===== config.mk =====
export PLATFORM = sky130hd
export DESIGN_NAME = vga_map_scanner
export DESIGN_NICKNAME = d
export VERILOG_FILES = /design/src/rtl/vga_map_scanner.sv
export SDC_FILE = /design/constraint.sdc
export NUM_CORES = 1
export LEC_CHECK = 0
export ABC_CLOCK_PERIOD_IN_PS = 2380
export CORE_UTILIZATION = 40
export CTS_CLUSTER_SIZE = 40
export DETAILED_ROUTE_END_ITERATION = 8
export DONT_BUFFER_PORTS = 1
export MAX_ROUTING_LAYER = met4
export PLACE_DENSITY = 0.63
export SLEW_MARGIN = 15
export SYNTH_ARGS = -nofsm -noshare
export SYNTH_HDL_FRONTEND = slang
export SYNTH_SLANG_ARGS = --single-unit

===== constraint.sdc =====
create_clock -name clk -period 2.38 [get_ports clk]
set_input_delay 0.357 -clock clk [delete_from_list [all_inputs] [get_ports clk]]
set_output_delay 0.357 -clock clk [all_outputs]
set_load 0.05 [all_outputs]

===== src/rtl/vga_map_scanner.sv =====
// vga_map_scanner
//   Pixel-timing front end for the map renderer. Divides the system clock down
//   to the pixel rate, scans an 800x525 (default) VGA raster and emits sync,
//   screen position and map-window-local coordinates. Every output is a
//   register loaded on the same clk as pixel_tick, so all of them stay
//   mutually aligned and are held steady between ticks.
//
// Ports
//   clk         in   system clock
//   rst_n       in   asynchronous reset, active low
//   pixel_tick  out  one-clk strobe, once per PIX_DIV clks
//   hsync       out  horizontal sync, active low
//   vsync       out  vertical sync, active low
//   video_on    out  scan position inside the active area
//   pixel_x     out  screen column of current pixel
//   pixel_y     out  screen row of current pixel
//   map_on      out  current pixel inside the map window
//   map_x       out  column relative to the map window (0 outside it)
//   map_y       out  row relative to the map window (0 outside it)
//   frame_tick  out  one-clk pulse at the start of vertical blank
module vga_map_scanner #(
  parameter int PHY_WIDTH    = 16,
  parameter int PIX_DIV      = 4,
  parameter int MAP_X_OFFSET = 140,
  parameter int MAP_Y_OFFSET = 0,
  parameter int MAP_WIDTH_X  = 480,
  parameter int MAP_HEIGHT_Y = 480,
  parameter int H_ACTIVE     = 640,
  parameter int H_FP         = 16,
  parameter int H_SYNC       = 96,
  parameter int H_BP         = 48,
  parameter int V_ACTIVE     = 480,
  parameter int V_FP         = 10,
  parameter int V_SYNC       = 2,
  parameter int V_BP         = 33
) (
  input  logic                 clk,
  input  logic                 rst_n,
  output logic                 pixel_tick,
  output logic                 hsync,
  output logic                 vsync,
  output logic                 video_on,
  output logic [9:0]           pixel_x,
  output logic [9:0]           pixel_y,
  output logic                 map_on,
  output logic [PHY_WIDTH-1:0] map_x,
  output logic [PHY_WIDTH-1:0] map_y,
  output logic                 frame_tick
);

  localparam int DIV_W = (PIX_DIV > 1) ? $clog2(PIX_DIV) : 1;
  localparam logic [DIV_W-1:0] DIV_LAST = DIV_W'(PIX_DIV - 1);

  localparam logic [9:0] H_ACT      = 10'(H_ACTIVE);
  localparam logic [9:0] H_SYNC_BEG = 10'(H_ACTIVE + H_FP);
  localparam logic [9:0] H_SYNC_END = 10'(H_ACTIVE + H_FP + H_SYNC);
  localparam logic [9:0] H_LAST     = 10'(H_ACTIVE + H_FP + H_SYNC + H_BP - 1);
  localparam logic [9:0] V_ACT      = 10'(V_ACTIVE);
  localparam logic [9:0] V_SYNC_BEG = 10'(V_ACTIVE + V_FP);
  localparam logic [9:0] V_SYNC_END = 10'(V_ACTIVE + V_FP + V_SYNC);
  localparam logic [9:0] V_LAST     = 10'(V_ACTIVE + V_FP + V_SYNC + V_BP - 1);
  localparam logic [9:0] MAP_X_OFF  = 10'(MAP_X_OFFSET);
  localparam logic [9:0] MAP_Y_OFF  = 10'(MAP_Y_OFFSET);
  localparam logic [9:0] MAP_W      = 10'(MAP_WIDTH_X);
  localparam logic [9:0] MAP_H      = 10'(MAP_HEIGHT_Y);

  // The map window has to sit entirely inside the visible area.
  if (MAP_X_OFFSET < 0 || MAP_Y_OFFSET < 0 || MAP_WIDTH_X < 1 || MAP_HEIGHT_Y < 1 ||
      MAP_X_OFFSET + MAP_WIDTH_X > H_ACTIVE || MAP_Y_OFFSET + MAP_HEIGHT_Y > V_ACTIVE ||
      PIX_DIV < 1) begin : g_bad_window
    $error("vga_map_scanner: map window outside active area or bad PIX_DIV");
  end

  logic [DIV_W-1:0] div_cnt;
  logic [9:0]       h_cnt;
  logic [9:0]       v_cnt;
  logic             adv;

  logic             video_d;
  logic             hsync_d;
  logic             vsync_d;
  logic             map_on_d;
  logic [10:0]      rel_x;
  logic [10:0]      rel_y;
  logic [PHY_WIDTH-1:0] map_x_d;
  logic [PHY_WIDTH-1:0] map_y_d;
  logic             frame_d;

  assign adv = (div_cnt == DIV_LAST);

  // Decode of the pre-advance position. The window test uses an 11-bit
  // subtraction: the borrow bit flags positions left of / above the window,
  // which also keeps a zero offset from producing a constant comparison.
  always_comb begin
    video_d  = (h_cnt < H_ACT) && (v_cnt < V_ACT);
    hsync_d  = !((h_cnt >= H_SYNC_BEG) && (h_cnt < H_SYNC_END));
    vsync_d  = !((v_cnt >= V_SYNC_BEG) && (v_cnt < V_SYNC_END));
    rel_x    = {1'b0, h_cnt} - {1'b0, MAP_X_OFF};
    rel_y    = {1'b0, v_cnt} - {1'b0, MAP_Y_OFF};
    map_on_d = video_d && !rel_x[10] && (rel_x[9:0] < MAP_W)
                       && !rel_y[10] && (rel_y[9:0] < MAP_H);
    map_x_d  = '0;
    map_y_d  = '0;
    if (map_on_d) begin
      map_x_d = PHY_WIDTH'(rel_x[9:0]);
      map_y_d = PHY_WIDTH'(rel_y[9:0]);
    end
    frame_d  = (h_cnt == 10'd0) && (v_cnt == V_ACT);
  end

  always_ff @(posedge clk or negedge rst_n) begin
    if (!rst_n) begin
      div_cnt    <= '0;
      h_cnt      <= '0;
      v_cnt      <= '0;
      pixel_tick <= 1'b0;
      hsync      <= 1'b1;
      vsync      <= 1'b1;
      video_on   <= 1'b0;
      pixel_x    <= '0;
      pixel_y    <= '0;
      map_on     <= 1'b0;
      map_x      <= '0;
      map_y      <= '0;
      frame_tick <= 1'b0;
    end else begin
      pixel_tick <= adv;
      frame_tick <= 1'b0;
      div_cnt    <= adv ? '0 : div_cnt + DIV_W'(1);
      if (adv) begin
        // Outputs take the position the counters hold before advancing.
        hsync      <= hsync_d;
        vsync      <= vsync_d;
        video_on   <= video_d;
        pixel_x    <= h_cnt;
        pixel_y    <= v_cnt;
        map_on     <= map_on_d;
        map_x      <= map_x_d;
        map_y      <= map_y_d;
        frame_tick <= frame_d;
        if (h_cnt == H_LAST) begin
          h_cnt <= '0;
          v_cnt <= (v_cnt == V_LAST) ? 10'd0 : v_cnt + 10'd1;
        end else begin
          h_cnt <= h_cnt + 10'd1;
        end
      end
    end
  end

endmodule


# Word-level counts from Yosys, hierarchy flattened
# Index checks and enable logic that the tools add are counted.
# totals
regBits,80
input_bits,2
# classes
order_cmp,7
eq_ne,4
reduce_logical,12
mux,6
addsub,4
# ops
op,n
10-bit 2-to-1 mux,4
"10-bit by 9-bit less-than comparator with 1-bit output, second input constant",3
"10-bit by 1-bit adder with 10-bit output, second input constant",2
"10-bit == test, second input constant",2
"10-bit less-than comparator, second input constant",2
"10-bit by 8-bit subtractor with 11-bit output, second input constant",1
"10-bit by 9-bit == test with 1-bit output, second input constant",1
"10-bit greater-or-equal comparator, second input constant",1
"10-bit by 9-bit greater-or-equal comparator with 1-bit output, second input constant",1
10-bit zero test,1
1-bit logical AND,7
1-bit zero test,3
"2-bit by 1-bit adder with 2-bit output, second input constant",1
"2-bit == test, second input constant",1
2-bit 2-to-1 mux,1
2-bit AND reduction,1
1-bit 2-to-1 mux,1

# Depth between registers and ports, before layout
# logic_depth
ltp_word,6
depth_mapped,8
mapped_depth_nobuf,6

# Worst setup path after synthesis
# No wires, ideal clock.
# synth_path
kind,reg-to-reg
start,register h_cnt[3]
end,register map_y[3]
path_buffers,2
synth_period_minus_slack_ns,1.976
path_slack_ns,0.404
arrival_ns,1.854
path_stages_with_launch,8
path_cell_list,dfrtp_1 -> ha_1 -> buf_2 -> o41ai_4 -> o22a_2 -> nand4_4 -> buf_6 -> a32o_1
# synth_between
elab_chain_cells,6
# synth_lines
item,line_no,source
"start, declared",75,logic [9:0] h_cnt;
"start signal, assigned",145,h_cnt <= h_cnt + 10'd1;
"parallel branches: the longest is 3 deep, another holds 10-bit by 8-bit subtractor with 11-bit output",-,
1-bit logical AND (*),100,map_on_d = video_d && !rel_x[10] && (rel_x[9:0] < MAP_W)
1-bit logical AND (*),101,&& !rel_y[10] && (rel_y[9:0] < MAP_H);
10-bit 2-to-1 mux (*),104,if (map_on_d) begin
"end signal, assigned",139,map_y <= map_y_d;
"end, declared",47,"output logic [PHY_WIDTH-1:0] map_y,"
# Every way passes the cells marked *.
# A chain may end at the register's enable or synchronous reset.

# Worst setup path after layout
# layout_path
start,register h_cnt[3]
end,register map_y[1]
# The elaborated chain is that of the path after synthesis.

==> results by group <==
Run status
  – Outcome: complete, no violations

Worst setup path
  – WP data required: 2.62 ns
  – CP Capture Type: flip-flop
  – Startpoint class of the critical path: flip-flop
  – R2R Path Start: h_cnt[3]$_DFFE_PN0P_
  – R2r setup slk: 0.25 ns
  – Crit path max-delay family: compound AO/OA/AOI/OAI gates
  – Critical path class: flip-flop to flip-flop
  – Crit path cell chain: ha_1, o41ai_4, o22a_2, nand4_4, a32o_1
  – Critical Path Fanout Max: 17
  – Reg2Reg Depth: 5
  – Max incr delay on CP: 0.46 ns
  – FF-to-FF End: map_y[1]$_DFFE_PN0P_
  – Crit path max-delay cell type: dfrtp_1
  – Worst endpoint data arrival time: 2.37 ns
  – CP Buf/Inv Count: 0

Clock tree
  – Clock buffer count from CTS: 9
  – Clock Latency Late Sink: 0.35 ns
  – Num Clock Sinks: 68
  – H-tree depth: 3
  – CTS tree: yes
  – Root buffer cell: clkbuf_8
  – Clock-pin slew on the worst setup and hold paths: 0.07 ns
  – Max Buffers Root-to-Sink: 2

Synthesis
  – Yosys top cell area share: 50.7%
  – Post-synthesis async set-or-reset flop share: 100%
  – Top cells by count, synth: dfrtp_1, mux2_2, a32o_1
  – Most used DFF post-synth: dfrtp_1
  – Synth top area cells: dfrtp_1, mux2_2, a32o_1, buf_4, xor2_1
  – Sequential area share after synthesis: 52.3%
  – Synth warn: 0
  – Yosys cell types: 48
  – Post-synth EDFFs: 0
  – Top-count cell post-synth: dfrtp_1
  – Area leader, netlist: dfrtp_1
  – Syn_area_per_cell: 11.9 um^2
  – Syn Inst Count: 274
  – Mapped Area: 3260 um^2
  – Seq cells post-synth: 68

Global routing
  – Vias in the first global route: 2134
  – Largest net degree at the start of global routing: 69
  – Congestion Overflow GR: 0
  – Tot GR Track Use: 17.6%
  – Antenna violations before repair: 0
  – First-pass GRT wire length: 11100 um

Final layout
  – Final Cell Area: 3530 um^2
  – Final nets: 282
  – P&R area growth vs syn: 8.21%
  – Final core area utilization: 45.2%
  – Share of layout cells above drive strength 1: 19.9%
  – Area taken by multi-input logic gates: 1350 um^2
  – Register area: 1700 um^2
  – Antenna diode count: 0
  – # fillers: 729

Timing
  – Hold Fails Final Rpt: 0
  – FMAX: 469 MHz
  – Worst-Margin Slew: 0.706 ns
  – RSZ-0062 raised after global routing: no
  – Setup TNS: 0 ns
  – Final Worst Setup Slack: 0.247 ns
  – # setup viols final: 0
  – Final worst path period share: 89.6%
  – Min Tclk post-route: 2.13 ns
  – Max_slew headroom: 52.9%
  – Clock skew: 0.00870 ns
  – Max-slew violation count: 0

Placed design
  – Post-DP Area: 3270 um^2
  – Pre-CTS WS: 0.266 ns
  – Hpwl dp: 4370 um
  – PortBufs: 0
  – Gpl congestion: 0.828

Route
  – Vias post-DR: 2074
  – Post-Route WL: 6660 um
  – Remaining antenna violation count after routing: 0
  – DRC viols: 0
  – Vias per cell: 5.47
  – Drt first pass iters: 4
  – Mean routed wirelength per cell: 17.6 um
  – First-iteration detailed-routing DRC count: 156

Hold path
  – Hold Crit Start: div_cnt[0]$_DFF_PN0_
  – HP Class: flip-flop to flip-flop
  – Worst hold endpoint: div_cnt[0]$_DFF_PN0_
  – Hold depth: 1

Die
  – Chip Height: 92.3 um
  – I/O pin cnt: 60
  – Die width: 92.3 um
  – Die Footprint: 8510 um^2
  – Core Rows: 32
  – Initial Util: 41.7%
  – CORE AREA: 7810 um^2

Power
  – Leak: 1.59 nW
  – Total power: 2.26 mW
  – Power density over the cells: 642 nW/um^2
  – Maximum VDD drop: 0.489 mV

Run
  – Max-cap violation count: 0
[cell type report]
class                      instances  area share (%)
sequential                        68            48.3
tap                              102            3.62
multi-input combinational        174            38.2
clock buffer                      10            3.62
clock inverter                     6            2.52
inverter                           9           0.958
timing repair buffer              10            2.77
[cell families after synthesis]
group | share of synthesized area [%]
and+or+nand+nor | 12.9
DFF | 52.3
AOI/OAI and AO/OA | 12.0
buffers and inverters | 7.83
muxes | 6.91
xor gates and xnor gates | 4.84
adders and majority gates | 3.07
other | 0.115
[metal layers]
layer | vias up | share of wire, % | global-route usage [%]
met3 | 15 | 7.1 | 5.31
met1 | 1032 | 48 | 23.5
met2 | 70 | 42 | 23.8
met5 | - | 0 | -
met4 | 0 | 2.4 | 9.38
li1 | 957 | - | -
[cell usage in the layout (no fill, tap or decap), drive strengths merged, types with 2 or more instances in the layout]
master	n
xor2	12
o22ai	2
a21o	3
nor2b	2
mux2	20
nor4	3
dfstp	2
bufinv	2
inv	9
nor2	10
o21ai	7
a31oi	2
xnor2	6
clkbuf	10
nand3b	2
a21oi	3
a32o	19
clkinvlp	2
o31ai	2
nand4	7
buf	9
dfrtp	66
ha	8
nand2b	2
clkinv	2
and3	5
and2	2
nor3	9
nand2	16
conb	12
nand3	7
[report_power, final]
part,internal (mW),switching [mW]
Combinational,0.00581,0.0635
Clock,0.590,0.451
Sequential,1.15,0
Total,1.75,0.514
[how the worst max path moves through the flow]
stage / from / endpoint / depth (start not counted)
after floorplan: h_cnt[3]$_DFFE_PN0P_ / map_y[3]$_DFFE_PN0P_ / 7
after global placement: h_cnt[3]$_DFFE_PN0P_ / v_cnt[4]$_DFFE_PN0P_ / 6
after detailed placement: h_cnt[3]$_DFFE_PN0P_ / map_y[1]$_DFFE_PN0P_ / 5
after CTS: h_cnt[3]$_DFFE_PN0P_ / map_y[1]$_DFFE_PN0P_ / 5
after global routing: h_cnt[5]$_DFFE_PN0P_ / map_x[1]$_DFFE_PN0P_ / 4
final: h_cnt[3]$_DFFE_PN0P_ / map_y[1]$_DFFE_PN0P_ / 5
[state kept, by name, summed over array words and instances (netlist names)]
register    count
h_cnt          10
map_x          10
map_y          10
pixel_x        10
pixel_y        10
v_cnt          10
div_cnt         2
frame_tick      1
hsync           1
map_on          1
pixel_tick      1
video_on        1
vsync           1
[repair_timing]
action | in CTS | in global routing
buffers inserted | 0 | 0
endpoints found under the hold margin | 68 | 0
resized for setup | 0 | 1
setup endpoints to repair | 0 | 1
hold buffers | 2 | 0
[per-stage QoR]
| stage | hold WS, ns | instances |
|---|---|---|
| floorplan | 0.0614 | 285 |
| CTS | 0.431 | 379 |
| global placement | 0.0639 | 361 |
| finish | 0.429 | 379 |
| global route | 0.453 | 379 |
| detailed placement | 0.0628 | 361 |
Note: power is estimated with default switching activity, not from simulation.
